[src/rtl/stream_conv2d.sv]
// Streaming multi-channel 2D convolution over a K-row circular line buffer.
// Optional macro STREAM_CONV_SIGNED_EN selects two's-complement arithmetic.
module stream_conv2d #(
  parameter int unsigned DATA_W = 8,
  parameter int unsigned K      = 2,
  parameter int unsigned CH     = 3,
  parameter int unsigned IMG    = 4,
  parameter int unsigned STRIDE = 2,
  parameter int unsigned ACC_W  = 20
) (
  input  logic                         clk,
  input  logic                         rst,
  input  logic [DATA_W-1:0]            s_data,
  input  logic                         s_valid,
  output logic                         s_ready,
  input  logic [K*K*CH*DATA_W-1:0]     w_flat,
  output logic [ACC_W-1:0]             m_data,
  output logic                         m_valid,
  input  logic                         m_ready,
  output logic                         frame_done
);

  localparam int unsigned W_W    = K * K * CH * DATA_W;
  localparam int unsigned CH_W   = (CH > 1) ? $clog2(CH) : 1;
  localparam int unsigned IMG_W  = (IMG > 1) ? $clog2(IMG) : 1;
  localparam int unsigned SLOT_W = (K > 1) ? $clog2(K) : 1;

  typedef enum logic [1:0] {IDLE, RUN, DRAIN} state_e;

  state_e              state_q, state_d;
  logic [CH_W-1:0]     ch_q, ch_d;
  logic [IMG_W-1:0]    col_q, col_d;
  logic [IMG_W-1:0]    row_q, row_d;
  logic [SLOT_W-1:0]   slot_q, slot_d;
  logic [W_W-1:0]      w_q, w_d;
  logic [ACC_W-1:0]    m_data_q, m_data_d;
  logic                m_valid_q, m_valid_d;
  logic                done_q, done_d;

  logic [DATA_W-1:0]   lb_q [K][IMG][CH];

  logic                accept_c;
  logic                last_ch_c, last_col_c, last_row_c, last_beat_c;
  logic                win_c;
  logic [W_W-1:0]      w_eff_c;
  logic [ACC_W-1:0]    sum_c;

  assign s_ready    = (state_q != DRAIN) && (!m_valid_q || m_ready);
  assign accept_c   = s_valid && s_ready;
  assign m_data     = m_data_q;
  assign m_valid    = m_valid_q;
  assign frame_done = done_q;

  assign last_ch_c   = (ch_q == CH_W'(CH - 1));
  assign last_col_c  = (col_q == IMG_W'(IMG - 1));
  assign last_row_c  = (row_q == IMG_W'(IMG - 1));
  assign last_beat_c = accept_c && last_ch_c && last_col_c && last_row_c;

  // The first beat of a frame must already see the weights it is about to capture
  assign w_eff_c = (state_q == IDLE) ? w_flat : w_q;

  // A window ends at its bottom-right pixel, last channel, on the stride grid
  always_comb begin
    win_c = accept_c && last_ch_c
         && (row_q >= IMG_W'(K - 1)) && (col_q >= IMG_W'(K - 1))
         && (((int'(row_q) + 1 - int'(K)) % int'(STRIDE)) == 0)
         && (((int'(col_q) + 1 - int'(K)) % int'(STRIDE)) == 0);
  end

  // Window dot product; the newest sample bypasses the line buffer
  always_comb begin
    logic [DATA_W-1:0]   px;
    logic [DATA_W-1:0]   wt;
    logic [SLOT_W-1:0]   sl;
    logic [IMG_W-1:0]    cidx;
`ifdef STREAM_CONV_SIGNED_EN
    logic signed [2*DATA_W-1:0] prod;
`else
    logic [2*DATA_W-1:0] prod;
`endif
    sum_c = '0;
    px    = '0;
    wt    = '0;
    sl    = '0;
    cidx  = '0;
    prod  = '0;
    for (int kr = 0; kr < int'(K); kr++) begin
      for (int kc = 0; kc < int'(K); kc++) begin
        for (int c = 0; c < int'(CH); c++) begin
          sl   = SLOT_W'((int'(slot_q) + 1 + kr) % int'(K));
          cidx = IMG_W'(int'(col_q) + 1 + kc - int'(K));
          if ((kr == int'(K) - 1) && (kc == int'(K) - 1) && (c == int'(CH) - 1))
            px = s_data;
          else
            px = lb_q[sl][cidx][c];
          wt = w_eff_c[((kr * int'(K) + kc) * int'(CH) + c) * int'(DATA_W) +: DATA_W];
`ifdef STREAM_CONV_SIGNED_EN
          prod = $signed({{DATA_W{px[DATA_W-1]}}, px}) * $signed({{DATA_W{wt[DATA_W-1]}}, wt});
`else
          prod = {DATA_W'(0), px} * {DATA_W'(0), wt};
`endif
          sum_c = sum_c + ACC_W'(prod);
        end
      end
    end
  end

  // Raster counters and circular row-slot pointer
  always_comb begin
    ch_d   = ch_q;
    col_d  = col_q;
    row_d  = row_q;
    slot_d = slot_q;
    w_d    = w_q;
    if (accept_c) begin
      if (state_q == IDLE) w_d = w_flat;
      if (!last_ch_c) begin
        ch_d = ch_q + CH_W'(1);
      end else begin
        ch_d = '0;
        if (!last_col_c) begin
          col_d = col_q + IMG_W'(1);
        end else begin
          col_d = '0;
          if (last_row_c) begin
            row_d  = '0;
            slot_d = '0;
          end else begin
            row_d  = row_q + IMG_W'(1);
            slot_d = (slot_q == SLOT_W'(K - 1)) ? '0 : slot_q + SLOT_W'(1);
          end
        end
      end
    end
  end

  // Frame FSM and output register
  always_comb begin
    state_d   = state_q;
    done_d    = 1'b0;
    m_valid_d = m_valid_q && !m_ready;
    m_data_d  = m_data_q;
    case (state_q)
      IDLE:    if (accept_c) state_d = last_beat_c ? DRAIN : RUN;
      RUN:     if (last_beat_c) state_d = DRAIN;
      DRAIN: begin
        if (!m_valid_q || m_ready) begin
          state_d = IDLE;
          done_d  = 1'b1;
        end
      end
      default: state_d = IDLE;
    endcase
    if (win_c) begin
      m_valid_d = 1'b1;
      m_data_d  = sum_c;
    end
  end

  always_ff @(posedge clk or negedge rst) begin
    if (!rst) begin
      state_q   <= IDLE;
      ch_q      <= '0;
      col_q     <= '0;
      row_q     <= '0;
      slot_q    <= '0;
      w_q       <= '0;
      m_data_q  <= '0;
      m_valid_q <= 1'b0;
      done_q    <= 1'b0;
    end else begin
      state_q   <= state_d;
      ch_q      <= ch_d;
      col_q     <= col_d;
      row_q     <= row_d;
      slot_q    <= slot_d;
      w_q       <= w_d;
      m_data_q  <= m_data_d;
      m_valid_q <= m_valid_d;
      done_q    <= done_d;
    end
  end

  // Line buffer is never read before written, so it carries no reset
  always_ff @(posedge clk) begin
    if (accept_c) lb_q[slot_q][col_q][ch_q] <= s_data;
  end

endmodule

[config.mk]
export PLATFORM = sky130hd
export DESIGN_NAME = stream_conv2d
export DESIGN_NICKNAME = d
export VERILOG_FILES = /design/src/rtl/stream_conv2d.sv
export SDC_FILE = /design/constraint.sdc
export NUM_CORES = 2
export LEC_CHECK = 0
export CORE_ASPECT_RATIO = 1.1
export CORE_MARGIN = 5
export CORE_UTILIZATION = 50
export CTS_CLUSTER_DIAMETER = 30
export DETAILED_ROUTE_END_ITERATION = 7
export PLACE_DENSITY_LB_ADDON = 0.1
export SETUP_SLACK_MARGIN = 0.1
export SLEW_MARGIN = 20
export SYNTH_ARGS = -nofsm -noshare
export SYNTH_HDL_FRONTEND = slang
export SYNTH_SLANG_ARGS = --single-unit
export TNS_END_PERCENT = 10
[constraint.sdc]
create_clock -name clk -period 12 [get_ports clk]
set_input_delay 2.4 -clock clk [delete_from_list [all_inputs] [get_ports clk]]
set_output_delay 2.4 -clock clk [all_outputs]
set_load 0.02 [all_outputs]
Word level (Yosys, flattened, before mapping) --
Memory sizes are Yosys's and may differ from the RTL's. Cells that the tools add are included.
Cells by class: reductions and logical operators 21, bitwise operators 6, magnitude comparators 8, mux-type cells 32, multiply operators 12, add/subtract/negate cells 23, eq/ne operators 9
Operator list (number):
- two-way mux 24 bit | 9
- binary-select mux 24 bit (select 2 bit) | 4
- multiplier 8 x 8 -> 16 bit | 12
- two-way mux 96 bit | 2
- adder 20 x 16 -> 20 bit | 7
- zero test 32 bit | 2
- demux 24 bit (select 2 bit) | 1
- adder 19 x 16 -> 20 bit | 1
- adder 18 x 16 -> 19 bit | 1
- adder 17 x 16 -> 18 bit | 1
- adder 16 x 16 -> 17 bit | 1
- demux 8 bit (select 2 bit) | 1
- two-way mux 2 bit | 7
- >= comparator 3 bit (second input constant) | 4
- logical AND 1 bit | 12
- NOT 2 -> 3 bit | 4
- adder 2 x 1 -> 2 bit (second input constant) | 4
- == test 2 bit (second input constant) | 4
- two-way mux 8 bit | 1
- inequality test 2 bit (second input constant) | 4
- subtractor 3 x 2 -> 4 bit (second input constant) | 2
- adder 2 x 1 -> 3 bit (second input constant) | 2
- < comparator 3 x 1 -> 1 bit (second input constant) | 2
- two-way mux 1 bit | 6
- other kinds (11) | 17
Storage, ports and cells: bits in writable memories 192, register bits after elaboration 127, input bits 108, output and inout port bits 23, logic and storage cells 121, memories 1
Memory list:
- lb_q | words 2, bits a word 96, read ports 2, clocked after memory_dff 0, wr ports 1, RTL line 40 | logic [DATA_W-1:0] lb_q [K][IMG][CH];

Longest topological paths before layout --
depth after elaboration 18, gate-level depth with buffers 38

Worst setup path before layout --
OpenSTA, ideal clock, no wires.
path type input-to-reg, start point input w_flat[72], end point register m_data_q[19], in the netlist m_data[19], path buffers 0, setup slack 1.824 ns, required time 11.869 ns, arrival time 10.045 ns, cell stages on the path 26, path through mux2i_1 nor2_1 fa_1 inv_1 fa_1 fa_1 fa_1 inv_1 fa_1 inv_1 fa_1 fa_1 inv_1 fa_1 fa_1 fa_1 inv_1 fa_1 inv_1 ha_1 nor2b_1 o31ai_1 a32oi_1 a221o_1 xnor2_1 o21ai_1
Between the ends: longest elaborated chain between the ends 5
RTL lines:
- start, declared | RTL line 16 | input logic [K*K*CH*DATA_W-1:0] w_flat,
- two-way mux 96 bit
- multiplier 8 x 8 -> 16 bit | RTL line 100 | prod = {DATA_W'(0), px} * {DATA_W'(0), wt};
- adder 20 x 16 -> 20 bit (3 in series) | RTL line 102 | sum_c = sum_c + ACC_W'(prod);
- end signal, assigned | RTL line 178 | m_data_q <= m_data_d;
- end, declared | RTL line 36 | logic [ACC_W-1:0] m_data_q, m_data_d;
No other way between the ends. A chain may end at the register's enable or synchronous reset.

Worst setup path in the final report --
start point input w_flat[34], end point register m_data_q[19], in the netlist m_data[19]
Between the ends: longest elaborated chain between the ends 10
RTL lines (RTL line):
- two-way mux 96 bit
- multiplier 8 x 8 -> 16 bit | 100
- adder 19 x 16 -> 20 bit | 102
- adder 20 x 16 -> 20 bit (7 in series) | 102
No other way between the ends.

==> impl_metrics.json <==
{
  "ff2ff_path_depth": 27,
  "synthesis.nets": 5120,
  "synth_flop_cell": "edfxtp_1",
  "vias_per_cell": 5.25,
  "drt_wl_total_um": 115000,
  "grt_setup_unrepaired": "no",
  "holdPathEnd": "w_q[92]",
  "place_congestion": 0.921,
  "yosys_register_bits": 319,
  "antenna_found_initial": 2,
  "grt_pass1_vias": 29981,
  "timing.rr.start": "slot_q",
  "max_cap_violations": 0,
  "core_area_mm2": 0.0835,
  "syn2layout_area_growth_pct": 14.0,
  "layout-drive-gt1-share": 0.0933,
  "fin_skew_ns": 0.0653,
  "path_clk_slew_ns": 0.04,
  "finalMaxSlewViolations": 0,
  "post_cts_buffers": 0,
  "ys_seq_area_frac": 0.212,
  "crit_path_end_kind": "flip-flop",
  "ant_nets": 0,
  "placementRows": 111,
  "hold_class": "flip-flop to flip-flop",
  "numCtsBuffers": 75,
  "netlist_area_mm2": 0.0422,
  "worstHoldStart": "w_q[92]",
  "die_w_um": 287,
  "cts_tree": "yes",
  "ys_warn_count": 0,
  "cts_buffer_depth": 3,
  "grt.total_usage": 0.264,
  "io_pins": 131,
  "portBuffers": 130,
  "insertion_delay_ns": 0.66,
  "worstPathRequired_ns": 12.46,
  "worst_pin_slew_ns": 1.16,
  "h-tree-depth": 3,
  "holdPathStages": 2,
  "die_y_um": 315,
  "overflow": 0,
  "cts_root_buf": "clkbuf_16",
  "worstSetupStartpoint": "w_flat[34]",
  "drtIter0Drc": 1933,
  "maxSlewHeadroom": 0.221,
  "drt_drc_violations_left": 0,
  "dp_hpwl_um": 97400,
  "nNetsFinal": 5355,
  "synth-edff-count": 192,
  "reg2reg_to": "m_data[19]",
  "cts-resized-gates": 0,
  "syn_avg_cell_area_um2": 10.7,
  "die_area_mm2": 0.0903,
  "fin_setup_tns_ns": 0,
  "timing.fmax_mhz": 93.9,
  "setup_viol": 0,
  "layout_common_cells": "891 x inv_1, 734 x fa_1, 626 x nor2_1",
  "cp.arrival_ns": 11.11,
  "final.min_clock_period_ns": 10.65,
  "wl_per_cell_um": 21.6,
  "grt_pass1_wl_um": 179000,
  "crit_fanout": 9,
  "synthArstFlopShare": 0.398,
  "grt_max_degree": 75,
  "drtPass1Iterations": 7,
  "finalCritPeriodShare": 0.887,
  "cts_sinks": 319,
  "synth.distinct_cells": 50,
  "hold_viol": 0,
  "start_kind": "input port",
  "reg2reg_slack_ns": 1.55,
  "syn_inst": 3926,
  "mostFrequentLayoutCell": "inv_1",
  "vias": 28091,
  "fillers": 7184,
  "crit_type": "input port to flip-flop",
  "start_util": 0.505,
  "cts_hold_buffers": 0,
  "outcome": "completed"
}
[critical path, stage by stage]
cell	delay (ns)
clkdlybuf4s50_1	0.40
mux2i_1	0.75
nor2_1	0.17
fa_1	0.59
fa_1	0.43
fa_1	0.49
inv_1	0.05
fa_1	0.49
fa_1	0.52
inv_1	0.06
fa_1	0.60
fa_1	0.50
fa_1	0.53
fa_1	0.43
fa_1	0.49
inv_1	0.05
fa_1	0.47
inv_1	0.04
ha_1	0.32
nor2b_1	0.16
o31ai_1	0.34
a32oi_1	0.24
a221o_1	0.35
xnor2_1	0.16
o21ai_1	0.07
[layout make-up]
class / instances / area (um^2) / share of cell area
multi-input cells: 2633 / 29400 / 0.612
flip-flops and latches: 319 / 8950 / 0.186
inverters: 892 / 3350 / 0.0697
repair buffers: 240 / 2170 / 0.0451
clock buffers: 87 / 1980 / 0.0412
well taps: 1130 / 1410 / 0.0294
clock inverters: 52 / 795 / 0.0165
diodes: 2 / 5.00 / 0.000104
[logic make-up (layout without fill, tap and decap cells)]
kind of cell | count (synthesis) | count (layout) | share of synthesized area
compound gates | 156 | 156 | 0.0199
other cells | 0 | 2 | 0
flops | 319 | 319 | 0.212
buf+inv | 974 | 1271 | 0.0913
xor+xnor | 16 | 16 | 0.00332
simple gates | 1008 | 1008 | 0.105
mux | 367 | 367 | 0.115
fa+ha+maj | 1086 | 1086 | 0.453
[worst max-delay path by stage]
stage	slack [ns]	cells past startpoint	end
after global routing	0.99	27	m_data[18]
after CTS	1.38	27	m_data[18]
after floorplan	1.82	26	m_data[19]
final	1.35	25	m_data[19]
after global placement	0.80	27	m_data[18]
after detailed placement	0.76	27	m_data[18]
[registers in the layout, summed over array words and instances (netlist names)]
signal,cells
lb_q,192
w_q,96
m_data,20
ch_q,2
col_q,2
row_q,2
state_q,2
frame_done,1
m_valid,1
slot_q,1
[cell usage after synthesis (all sizes together), types with 2 or more instances]
master    n  area, um^2
a211oi    3        27.5
a21o      3        22.5
a21oi   108         541
and2     11        68.8
buf      62         427
clkbuf   20        75.1
dfrtp   127        3180
edfxtp  192        5770
fa      734       14700
ha      352        4400
inv     892        3350
mux2     14         158
mux2i   260        2610
mux4     93        2090
nand2   110         413
nand2b   31         194
nand3     7        35.0
nand4     4        25.0
nor2    628        2360
nor2b    40         250
nor3      6        30.0
o21a      2        15.0
o21ai    30         150
or2     162        1010
or3       3        18.8
or4       2        15.0
xnor2     8        70.1
xor2      8        70.1
[per-layer routing]
metal	wire, um	vias up	global-route usage
li1	-	12670	-
met1	49100	14524	0.363
met2	56500	767	0.444
met3	7260	130	0.0411
met4	2620	0	0.0666
met5	0	-	0
[through the flow]
step                utilization  hold WS, ns  cells  setup WS [ns]  cell area, um^2
finish                    0.576        0.472   5355           1.35            48100
CTS                       0.576        0.474   5353           1.38            48100
global placement          0.543        0.454   5214          0.801            45300
detailed placement        0.543        0.463   5214          0.763            45300
global route              0.576        0.493   5353          0.992            48100
floorplan                     -        0.442   3926           1.82            42200
Power is not shown: default switching activity piles up to over one toggle a cycle in this logic, so the estimate is an artifact.
